File: src/rtl/multicycle_sequencer_pkg.sv
// Shared types and encodings for the multi-cycle sequencer: state encoding,
// latched Control flags, aluSrcB select codes and the ALU add opcode.
package multicycle_sequencer_pkg;

  typedef enum logic [2:0] {
    ST_IDLE      = 3'd0,
    ST_FETCH     = 3'd1,
    ST_DECODE    = 3'd2,
    ST_EXECUTE   = 3'd3,
    ST_MEM       = 3'd4,
    ST_WRITEBACK = 3'd5,
    ST_HALT      = 3'd6
  } seq_state_e;

  localparam logic [1:0] SRCB_B      = 2'd0;
  localparam logic [1:0] SRCB_CONST2 = 2'd1;
  localparam logic [1:0] SRCB_IMM    = 2'd2;

  localparam logic [2:0] ALU_OP_ADD  = 3'b000;

  typedef struct packed {
    logic       branch;
    logic       mem_read;
    logic       mem_write;
    logic       reg_write;
    logic       alu_src;
    logic [2:0] alu_op;
    logic [1:0] branch_type;
  } ctrl_flags_t;

  // States in which the sequencer waits on memReady and the timeout counter runs.
  function automatic logic is_mem_wait_state(input seq_state_e s);
    return (s == ST_FETCH) || (s == ST_MEM);
  endfunction

endpackage

File: src/rtl/multicycle_sequencer_if.sv
// Bundle of Control flags, memory handshake and datapath controls between the
// sequencer (slave side) and the surrounding core (master side).
interface multicycle_sequencer_if #(
  parameter int CNT_W = 16
);

  logic             input_branch;
  logic             input_memRead;
  logic             input_memWrite;
  logic             input_regWrite;
  logic             input_ALUSrc;
  logic [2:0]       input_ALUOp;
  logic [1:0]       input_branchType;
  logic             input_memReady;

  logic             output_memReadEn;
  logic             output_memWriteEn;
  logic             output_IorD;
  logic             output_irWrite;
  logic             output_pcWrite;
  logic             output_pcWriteCond;
  logic [1:0]       output_branchTypeQ;
  logic             output_regLatch;
  logic             output_aluSrcA;
  logic [1:0]       output_aluSrcB;
  logic [2:0]       output_ALUOpQ;
  logic             output_regWriteEn;
  logic             output_memToReg;
  logic             output_fault;
  logic [CNT_W-1:0] output_retired;

  modport master (
    output input_branch, input_memRead, input_memWrite, input_regWrite,
           input_ALUSrc, input_ALUOp, input_branchType, input_memReady,
    input  output_memReadEn, output_memWriteEn, output_IorD, output_irWrite,
           output_pcWrite, output_pcWriteCond, output_branchTypeQ, output_regLatch,
           output_aluSrcA, output_aluSrcB, output_ALUOpQ, output_regWriteEn,
           output_memToReg, output_fault, output_retired
  );

  modport slave (
    input  input_branch, input_memRead, input_memWrite, input_regWrite,
           input_ALUSrc, input_ALUOp, input_branchType, input_memReady,
    output output_memReadEn, output_memWriteEn, output_IorD, output_irWrite,
           output_pcWrite, output_pcWriteCond, output_branchTypeQ, output_regLatch,
           output_aluSrcA, output_aluSrcB, output_ALUOpQ, output_regWriteEn,
           output_memToReg, output_fault, output_retired
  );

endinterface

File: src/rtl/multicycle_sequencer.sv
// Multi-cycle FETCH/DECODE/EXECUTE/MEM/WRITEBACK sequencer for the 16-bit core.
// Latches Control flags once per instruction and emits Moore datapath controls.
module multicycle_sequencer
  import multicycle_sequencer_pkg::*;
#(
  parameter int MEM_WAIT_MAX = 15,
  parameter int CNT_W        = 16
) (
  input  logic                 input_clk,
  input  logic                 input_reset_n,
  multicycle_sequencer_if.slave bus
);

  localparam int                WAIT_W    = $clog2(MEM_WAIT_MAX + 1);
  localparam logic [WAIT_W-1:0] WAIT_LAST = WAIT_W'(MEM_WAIT_MAX - 1);

  seq_state_e        state_q, state_d;
  ctrl_flags_t       flags_q, flags_d;
  logic [WAIT_W-1:0] wait_q, wait_d;
  logic [CNT_W-1:0]  retired_q, retired_d;
  logic              retire_s;

  logic       mem_read_en_s;
  logic       mem_write_en_s;
  logic       iord_s;
  logic       ir_write_s;
  logic       pc_write_s;
  logic       pc_write_cond_s;
  logic [1:0] branch_type_s;
  logic       reg_latch_s;
  logic       alu_src_a_s;
  logic [1:0] alu_src_b_s;
  logic [2:0] alu_op_s;
  logic       reg_write_en_s;
  logic       mem_to_reg_s;
  logic       fault_s;

  // State, latched flags, wait counter and retired counter registers.
  always_ff @(posedge input_clk or negedge input_reset_n) begin
    if (!input_reset_n) begin
      state_q   <= ST_IDLE;
      flags_q   <= '0;
      wait_q    <= '0;
      retired_q <= '0;
    end else begin
      state_q   <= state_d;
      flags_q   <= flags_d;
      wait_q    <= wait_d;
      retired_q <= retired_d;
    end
  end

  // Next-state, flag capture, memory-wait timeout and retirement decisions.
  always_comb begin
    state_d  = state_q;
    flags_d  = flags_q;
    wait_d   = wait_q;
    retire_s = 1'b0;
    case (state_q)
      ST_IDLE: begin
        state_d = ST_FETCH;
      end
      ST_FETCH: begin
        // Ready on the limit cycle still counts as a completed access.
        if (bus.input_memReady) begin
          state_d = ST_DECODE;
        end else if (wait_q == WAIT_LAST) begin
          state_d = ST_HALT;
        end else begin
          wait_d = wait_q + 1'b1;
        end
      end
      ST_DECODE: begin
        flags_d = {bus.input_branch, bus.input_memRead, bus.input_memWrite,
                   bus.input_regWrite, bus.input_ALUSrc, bus.input_ALUOp,
                   bus.input_branchType};
        state_d = ST_EXECUTE;
      end
      ST_EXECUTE: begin
        if (flags_q.branch) begin
          state_d  = ST_FETCH;
          retire_s = 1'b1;
        end else if (flags_q.mem_read || flags_q.mem_write) begin
          state_d = ST_MEM;
        end else if (flags_q.reg_write) begin
          state_d = ST_WRITEBACK;
        end else begin
          state_d  = ST_FETCH;
          retire_s = 1'b1;
        end
      end
      ST_MEM: begin
        if (bus.input_memReady) begin
          if (flags_q.mem_read) begin
            state_d = ST_WRITEBACK;
          end else begin
            state_d  = ST_FETCH;
            retire_s = 1'b1;
          end
        end else if (wait_q == WAIT_LAST) begin
          state_d = ST_HALT;
        end else begin
          wait_d = wait_q + 1'b1;
        end
      end
      ST_WRITEBACK: begin
        state_d  = ST_FETCH;
        retire_s = 1'b1;
      end
      ST_HALT: begin
        state_d = ST_HALT;
      end
      default: begin
        state_d = ST_IDLE;
      end
    endcase

    // The counter restarts whenever a new wait state is entered.
    if ((state_d != state_q) || !is_mem_wait_state(state_q)) begin
      wait_d = '0;
    end else begin
      wait_d = wait_d;
    end

    if (retire_s) begin
      retired_d = retired_q + CNT_W'(1);
    end else begin
      retired_d = retired_q;
    end
  end

  // Moore datapath controls from state and latched flags (irWrite/pcWrite qualified by memReady).
  always_comb begin
    mem_read_en_s   = 1'b0;
    mem_write_en_s  = 1'b0;
    iord_s          = 1'b0;
    ir_write_s      = 1'b0;
    pc_write_s      = 1'b0;
    pc_write_cond_s = 1'b0;
    branch_type_s   = 2'b00;
    reg_latch_s     = 1'b0;
    alu_src_a_s     = 1'b0;
    alu_src_b_s     = SRCB_B;
    alu_op_s        = ALU_OP_ADD;
    reg_write_en_s  = 1'b0;
    mem_to_reg_s    = 1'b0;
    fault_s         = 1'b0;
    case (state_q)
      ST_FETCH: begin
        mem_read_en_s = 1'b1;
        alu_src_b_s   = SRCB_CONST2;
        if (bus.input_memReady) begin
          ir_write_s = 1'b1;
          pc_write_s = 1'b1;
        end else begin
          ir_write_s = 1'b0;
          pc_write_s = 1'b0;
        end
      end
      ST_DECODE: begin
        reg_latch_s = 1'b1;
      end
      ST_EXECUTE: begin
        alu_src_a_s = 1'b1;
        alu_src_b_s = flags_q.alu_src ? SRCB_IMM : SRCB_B;
        alu_op_s    = flags_q.alu_op;
        if (flags_q.branch) begin
          pc_write_cond_s = 1'b1;
          branch_type_s   = flags_q.branch_type;
        end else begin
          pc_write_cond_s = 1'b0;
          branch_type_s   = 2'b00;
        end
      end
      ST_MEM: begin
        iord_s         = 1'b1;
        mem_read_en_s  = flags_q.mem_read;
        mem_write_en_s = flags_q.mem_write & ~flags_q.mem_read;
      end
      ST_WRITEBACK: begin
        reg_write_en_s = 1'b1;
        mem_to_reg_s   = flags_q.mem_read;
      end
      ST_HALT: begin
        fault_s = 1'b1;
      end
      default: begin
        fault_s = 1'b0;
      end
    endcase
  end

  assign bus.output_memReadEn   = mem_read_en_s;
  assign bus.output_memWriteEn  = mem_write_en_s;
  assign bus.output_IorD        = iord_s;
  assign bus.output_irWrite     = ir_write_s;
  assign bus.output_pcWrite     = pc_write_s;
  assign bus.output_pcWriteCond = pc_write_cond_s;
  assign bus.output_branchTypeQ = branch_type_s;
  assign bus.output_regLatch    = reg_latch_s;
  assign bus.output_aluSrcA     = alu_src_a_s;
  assign bus.output_aluSrcB     = alu_src_b_s;
  assign bus.output_ALUOpQ      = alu_op_s;
  assign bus.output_regWriteEn  = reg_write_en_s;
  assign bus.output_memToReg    = mem_to_reg_s;
  assign bus.output_fault       = fault_s;
  assign bus.output_retired     = retired_q;

endmodule

File: src/flat_wrapper.sv
// flat-port wrapper written by rule: the top's interface ports become plain ports
module multicycle_sequencer_flat import multicycle_sequencer_pkg::*;
#(
  parameter int MEM_WAIT_MAX = 15,
  parameter int CNT_W        = 16
)
  (input_clk, input_reset_n, bus_input_branch, bus_input_memRead, bus_input_memWrite, bus_input_regWrite, bus_input_ALUSrc, bus_input_ALUOp, bus_input_branchType, bus_input_memReady, bus_output_memReadEn, bus_output_memWriteEn, bus_output_IorD, bus_output_irWrite, bus_output_pcWrite, bus_output_pcWriteCond, bus_output_branchTypeQ, bus_output_regLatch, bus_output_aluSrcA, bus_output_aluSrcB, bus_output_ALUOpQ, bus_output_regWriteEn, bus_output_memToReg, bus_output_fault, bus_output_retired);
  multicycle_sequencer_if #(.CNT_W(CNT_W)) bus_i ();
  input  logic input_clk;
  input  logic input_reset_n;
  input wire logic [$bits(bus_i.input_branch)-1:0] bus_input_branch;
  input wire logic [$bits(bus_i.input_memRead)-1:0] bus_input_memRead;
  input wire logic [$bits(bus_i.input_memWrite)-1:0] bus_input_memWrite;
  input wire logic [$bits(bus_i.input_regWrite)-1:0] bus_input_regWrite;
  input wire logic [$bits(bus_i.input_ALUSrc)-1:0] bus_input_ALUSrc;
  input wire logic [$bits(bus_i.input_ALUOp)-1:0] bus_input_ALUOp;
  input wire logic [$bits(bus_i.input_branchType)-1:0] bus_input_branchType;
  input wire logic [$bits(bus_i.input_memReady)-1:0] bus_input_memReady;
  output wire logic [$bits(bus_i.output_memReadEn)-1:0] bus_output_memReadEn;
  output wire logic [$bits(bus_i.output_memWriteEn)-1:0] bus_output_memWriteEn;
  output wire logic [$bits(bus_i.output_IorD)-1:0] bus_output_IorD;
  output wire logic [$bits(bus_i.output_irWrite)-1:0] bus_output_irWrite;
  output wire logic [$bits(bus_i.output_pcWrite)-1:0] bus_output_pcWrite;
  output wire logic [$bits(bus_i.output_pcWriteCond)-1:0] bus_output_pcWriteCond;
  output wire logic [$bits(bus_i.output_branchTypeQ)-1:0] bus_output_branchTypeQ;
  output wire logic [$bits(bus_i.output_regLatch)-1:0] bus_output_regLatch;
  output wire logic [$bits(bus_i.output_aluSrcA)-1:0] bus_output_aluSrcA;
  output wire logic [$bits(bus_i.output_aluSrcB)-1:0] bus_output_aluSrcB;
  output wire logic [$bits(bus_i.output_ALUOpQ)-1:0] bus_output_ALUOpQ;
  output wire logic [$bits(bus_i.output_regWriteEn)-1:0] bus_output_regWriteEn;
  output wire logic [$bits(bus_i.output_memToReg)-1:0] bus_output_memToReg;
  output wire logic [$bits(bus_i.output_fault)-1:0] bus_output_fault;
  output wire logic [$bits(bus_i.output_retired)-1:0] bus_output_retired;
  assign bus_i.input_branch = bus_input_branch;
  assign bus_i.input_memRead = bus_input_memRead;
  assign bus_i.input_memWrite = bus_input_memWrite;
  assign bus_i.input_regWrite = bus_input_regWrite;
  assign bus_i.input_ALUSrc = bus_input_ALUSrc;
  assign bus_i.input_ALUOp = bus_input_ALUOp;
  assign bus_i.input_branchType = bus_input_branchType;
  assign bus_i.input_memReady = bus_input_memReady;
  assign bus_output_memReadEn = bus_i.output_memReadEn;
  assign bus_output_memWriteEn = bus_i.output_memWriteEn;
  assign bus_output_IorD = bus_i.output_IorD;
  assign bus_output_irWrite = bus_i.output_irWrite;
  assign bus_output_pcWrite = bus_i.output_pcWrite;
  assign bus_output_pcWriteCond = bus_i.output_pcWriteCond;
  assign bus_output_branchTypeQ = bus_i.output_branchTypeQ;
  assign bus_output_regLatch = bus_i.output_regLatch;
  assign bus_output_aluSrcA = bus_i.output_aluSrcA;
  assign bus_output_aluSrcB = bus_i.output_aluSrcB;
  assign bus_output_ALUOpQ = bus_i.output_ALUOpQ;
  assign bus_output_regWriteEn = bus_i.output_regWriteEn;
  assign bus_output_memToReg = bus_i.output_memToReg;
  assign bus_output_fault = bus_i.output_fault;
  assign bus_output_retired = bus_i.output_retired;
  multicycle_sequencer #(.MEM_WAIT_MAX(MEM_WAIT_MAX), .CNT_W(CNT_W)) u_core (.input_clk(input_clk), .input_reset_n(input_reset_n), .bus(bus_i));
endmodule
File: config.mk
export PLATFORM = sky130hd
export DESIGN_NAME = multicycle_sequencer_flat
export DESIGN_NICKNAME = d
export VERILOG_FILES = /design/src/rtl/multicycle_sequencer_pkg.sv /design/src/rtl/multicycle_sequencer_if.sv /design/src/rtl/multicycle_sequencer.sv /design/src/flat_wrapper.sv
export SDC_FILE = /design/constraint.sdc
export NUM_CORES = 1
export LEC_CHECK = 0
export ABC_AREA = 1
export CORE_ASPECT_RATIO = 0.7
export CORE_UTILIZATION = 49
export DETAILED_ROUTE_END_ITERATION = 7
export PLACE_DENSITY = 0.86
export SYNTH_ARGS = -nofsm -noshare
export SYNTH_HDL_FRONTEND = slang
export SYNTH_SLANG_ARGS = --single-unit
File: constraint.sdc
create_clock -name input_clk -period 1.5 [get_ports input_clk]
set_input_delay 0.15 -clock input_clk [delete_from_list [all_inputs] [get_ports input_clk]]
set_output_delay 0.15 -clock input_clk [all_outputs]
set_load 0.01 [all_outputs]
==> results.cfg <==
[flow_run]
drv_cap = 0

[timing]
finalSetupViolCount = 10
relSlewSlack_pct = 71.6
rsz0062_at_grt = yes
timing.final.crit_share_pct = 108
final.setup.worst_slack_ns = -0.118
hold_violations = 0
skew_ns = 0.00421
period_minus_slack_ns = 1.62
tightest_slew_ns = 0.426
fmax_ghz = 0.618
slew_violations = 0

[yosys]
yosysSeqAreaShare_pct = 44.0
yosys_warnings = 0
synthSimpleGateAreaFrac_pct = 32.3
synth_cell_types = 26
synth_top_area_share_pct = 44.0
synthTopCellsByArea = dfrtp_1, nand2_1, nor2_1
synth_seq_cells = 33
synthMuxAreaShare_pct = 0
synth_edf_count = 0
syn_avg_cell_area_um2 = 7.67
synth_top_area_cell = dfrtp_1
synth.most_common_cell = nand2_1
synth_fp_nets = 261
synth_top_family_by_area = simple AND/OR/NAND/NOR gates
synth_xor_area_share_pct = 6.40
synthCells = 245
synth-compound-area-share_pct = 6.13
async_reset_ff_share_pct = 100
synth-adder-area-share_pct = 2.00
syn_area_um2 = 1880
synth_top_cells_by_count = nand2_1, dfrtp_1, nor2_1
synthFlopType = dfrtp_1

[worst_setup_path]
path_max_fanout = 4
reg2reg_from = u_core.state_q[1]$_DFF_PN0_
cp_slowest_cell = dfrtp_2
path_buf_inv = 3
regToRegEndpoint = u_core.wait_q[1]$_DFFE_PN0P_
critical_path.startpoint = u_core.state_q[2]$_DFF_PN0_
r2r_cells = 9
ff2ff_setup_slack_ns = -0.09
worst-endpoint-required_ns = 1.35
slowest_delay_ns = 0.42
cp-end-kind = output port
crit_path_cell_trace = buf_4, nor2_2, nand3_1, inv_1, dlygate4sd2_1
endpoint = bus_output_pcWrite
cp-start-kind = register
cp_num_cells = 5
path_delay_family = buffers and inverters
path_class = register to output port
critPathArrivalTime_ns = 1.47

[die]
chipWidth_um = 76.0
start_util_pct = 52.1
pin_count = 47
coreArea_um2 = 3600
fp-row-count = 18
die_h_um = 53.8
die_area_um2 = 4090

[clocking]
clk_latency_ns = 0.28
numCtsBuffers = 5
hold_buffers = 0
root_buffer = clkbuf_8
cts_tree = done
htreeDepth = 2
clk_pin_slew_ns = 0.06
cts_sinks = 33
cts.path.max_buffers = 2

[finish]
fillers = 236
fin_area_um2 = 2760
syn_to_final_growth_pct = 46.7
antennaDiodeCount = 0
multi_input_area_um2 = 1000
regArea_um2 = 831
layout-drive-gt1-share_pct = 30.5
nNetsFinal = 344

[placement]
dpl_cell_area_um2 = 2500
gp_congestion = 1.01
dp_hpwl_um = 3730
port_buffers = 46
pre_cts_slack_ns = -0.160

[route]
num_vias = 2066
post_drt_wl_per_cell_um = 15.6
wl_um = 5900
antenna_left = 0
drc = 0
routed_via_density = 5.47
dr.first_iter.drc_count = 231
dr.pass1.iters = 5

[min_path]
hold_class = input port to asynchronous set/reset pin

[grt]
grt_usage_pct = 27.2
grt_pass1_vias = 1697
grt_max_degree = 34
antenna_found_initial = 0
grt_pass1_wl_um = 8180
gr-total-overflow = 0

[outcome]
violations = setup timing
status = complete, but fails checks

[power]
ir_worst_vdd_mv = 0.473
p_leak_nw = 1.35
power_density_nw_per_um2 = 585
-- layer usage --
| metal | track usage [%] | part of all wire, % | vias to the layer above |
|---|---|---|---|
| met5 | 0 | 0 | - |
| met4 | 10.9 | 4.0 | 0 |
| met3 | 6.61 | 9.9 | 35 |
| met2 | 45.6 | 46 | 139 |
| met1 | 35.2 | 40 | 960 |
| li1 | - | - | 932 |
-- final cells by class --
cell class | count | share of cell area (%)
Clock buffer | 7 | 3.13
Inverter | 31 | 4.31
Multi-Input combinational cell | 177 | 36.4
Sequential cell | 33 | 30.2
Tap cell | 50 | 2.27
Timing Repair Buffer | 80 | 23.8
-- power breakdown --
part           switching (mW)  internal (mW)  leakage, nW
Sequential                  0          0.890        0.384
Clock                   0.303          0.364       0.0443
Combinational          0.0257         0.0310        0.919
-- through the flow --
step	setup TNS [ns]	instances	utilization (%)	hold slack (ns)	power (mW)
final	-0.687	378	76.5	0.274	1.61
after global routing	-1.34	378	76.5	0.309	1.67
after CTS	-0.263	370	74.1	0.275	1.63
after detailed placement	-2.17	356	69.4	0.460	0.963
after global placement	-0.697	356	69.4	0.455	0.962
after floorplan	0	245	-	-0.146	0.909
-- worst min path at each step --
stage,slack (ns),to,start
after floorplan,-0.15,u_core.bus.output_retired[0]$_DFFE_PN0P_,input_reset_n
after global placement,0.46,u_core.flags_q[1]$_DFFE_PN0P_,u_core.flags_q[1]$_DFFE_PN0P_
after detailed placement,0.46,u_core.flags_q[6]$_DFFE_PN0P_,u_core.flags_q[6]$_DFFE_PN0P_
after CTS,0.28,u_core.bus.output_retired[8]$_DFFE_PN0P_,input_reset_n
after global routing,0.31,u_core.wait_q[2]$_DFFE_PN0P_,input_reset_n
final,0.27,u_core.bus.output_retired[7]$_DFFE_PN0P_,input_reset_n
-- flip-flops by register name, indices dropped and copies added, names as in the netlist --
signal / count
u_core.bus.output_retired: 16
u_core.wait_q: 4
u_core.flags_q: 10
u_core.state_q: 3
-- placed cells by master (no fill, tap or decap), types with 6 or more instances in the layout --
master and count:
buf_2 9, buf_4 31, clkbuf_2 6, clkbuf_8 6
clkdlybuf4s50_1 26, dfrtp_1 29, inv_1 25, nand2_1 66
nand2_2 7, nand3_1 12, nor2_1 25, nor2_2 6
o21ai_0 12, xor2_1 6
-- cell families after synthesis --
kind of cell / after synthesis
XOR/XNOR: 12
adder cells (fa/ha/maj): 3
AO/OA/AOI/OAI: 22
AND/OR/NAND/NOR: 138
flip-flops: 33
buffers and inverters: 37
-- timing repair --
action,in CTS,in global routing
gates cloned,0,2
gates resized for setup,64,31
setup endpoints to repair,24,37
pin swaps,0,7
setup buffers,7,6
Note: power is estimated with default switching activity, not from simulation.
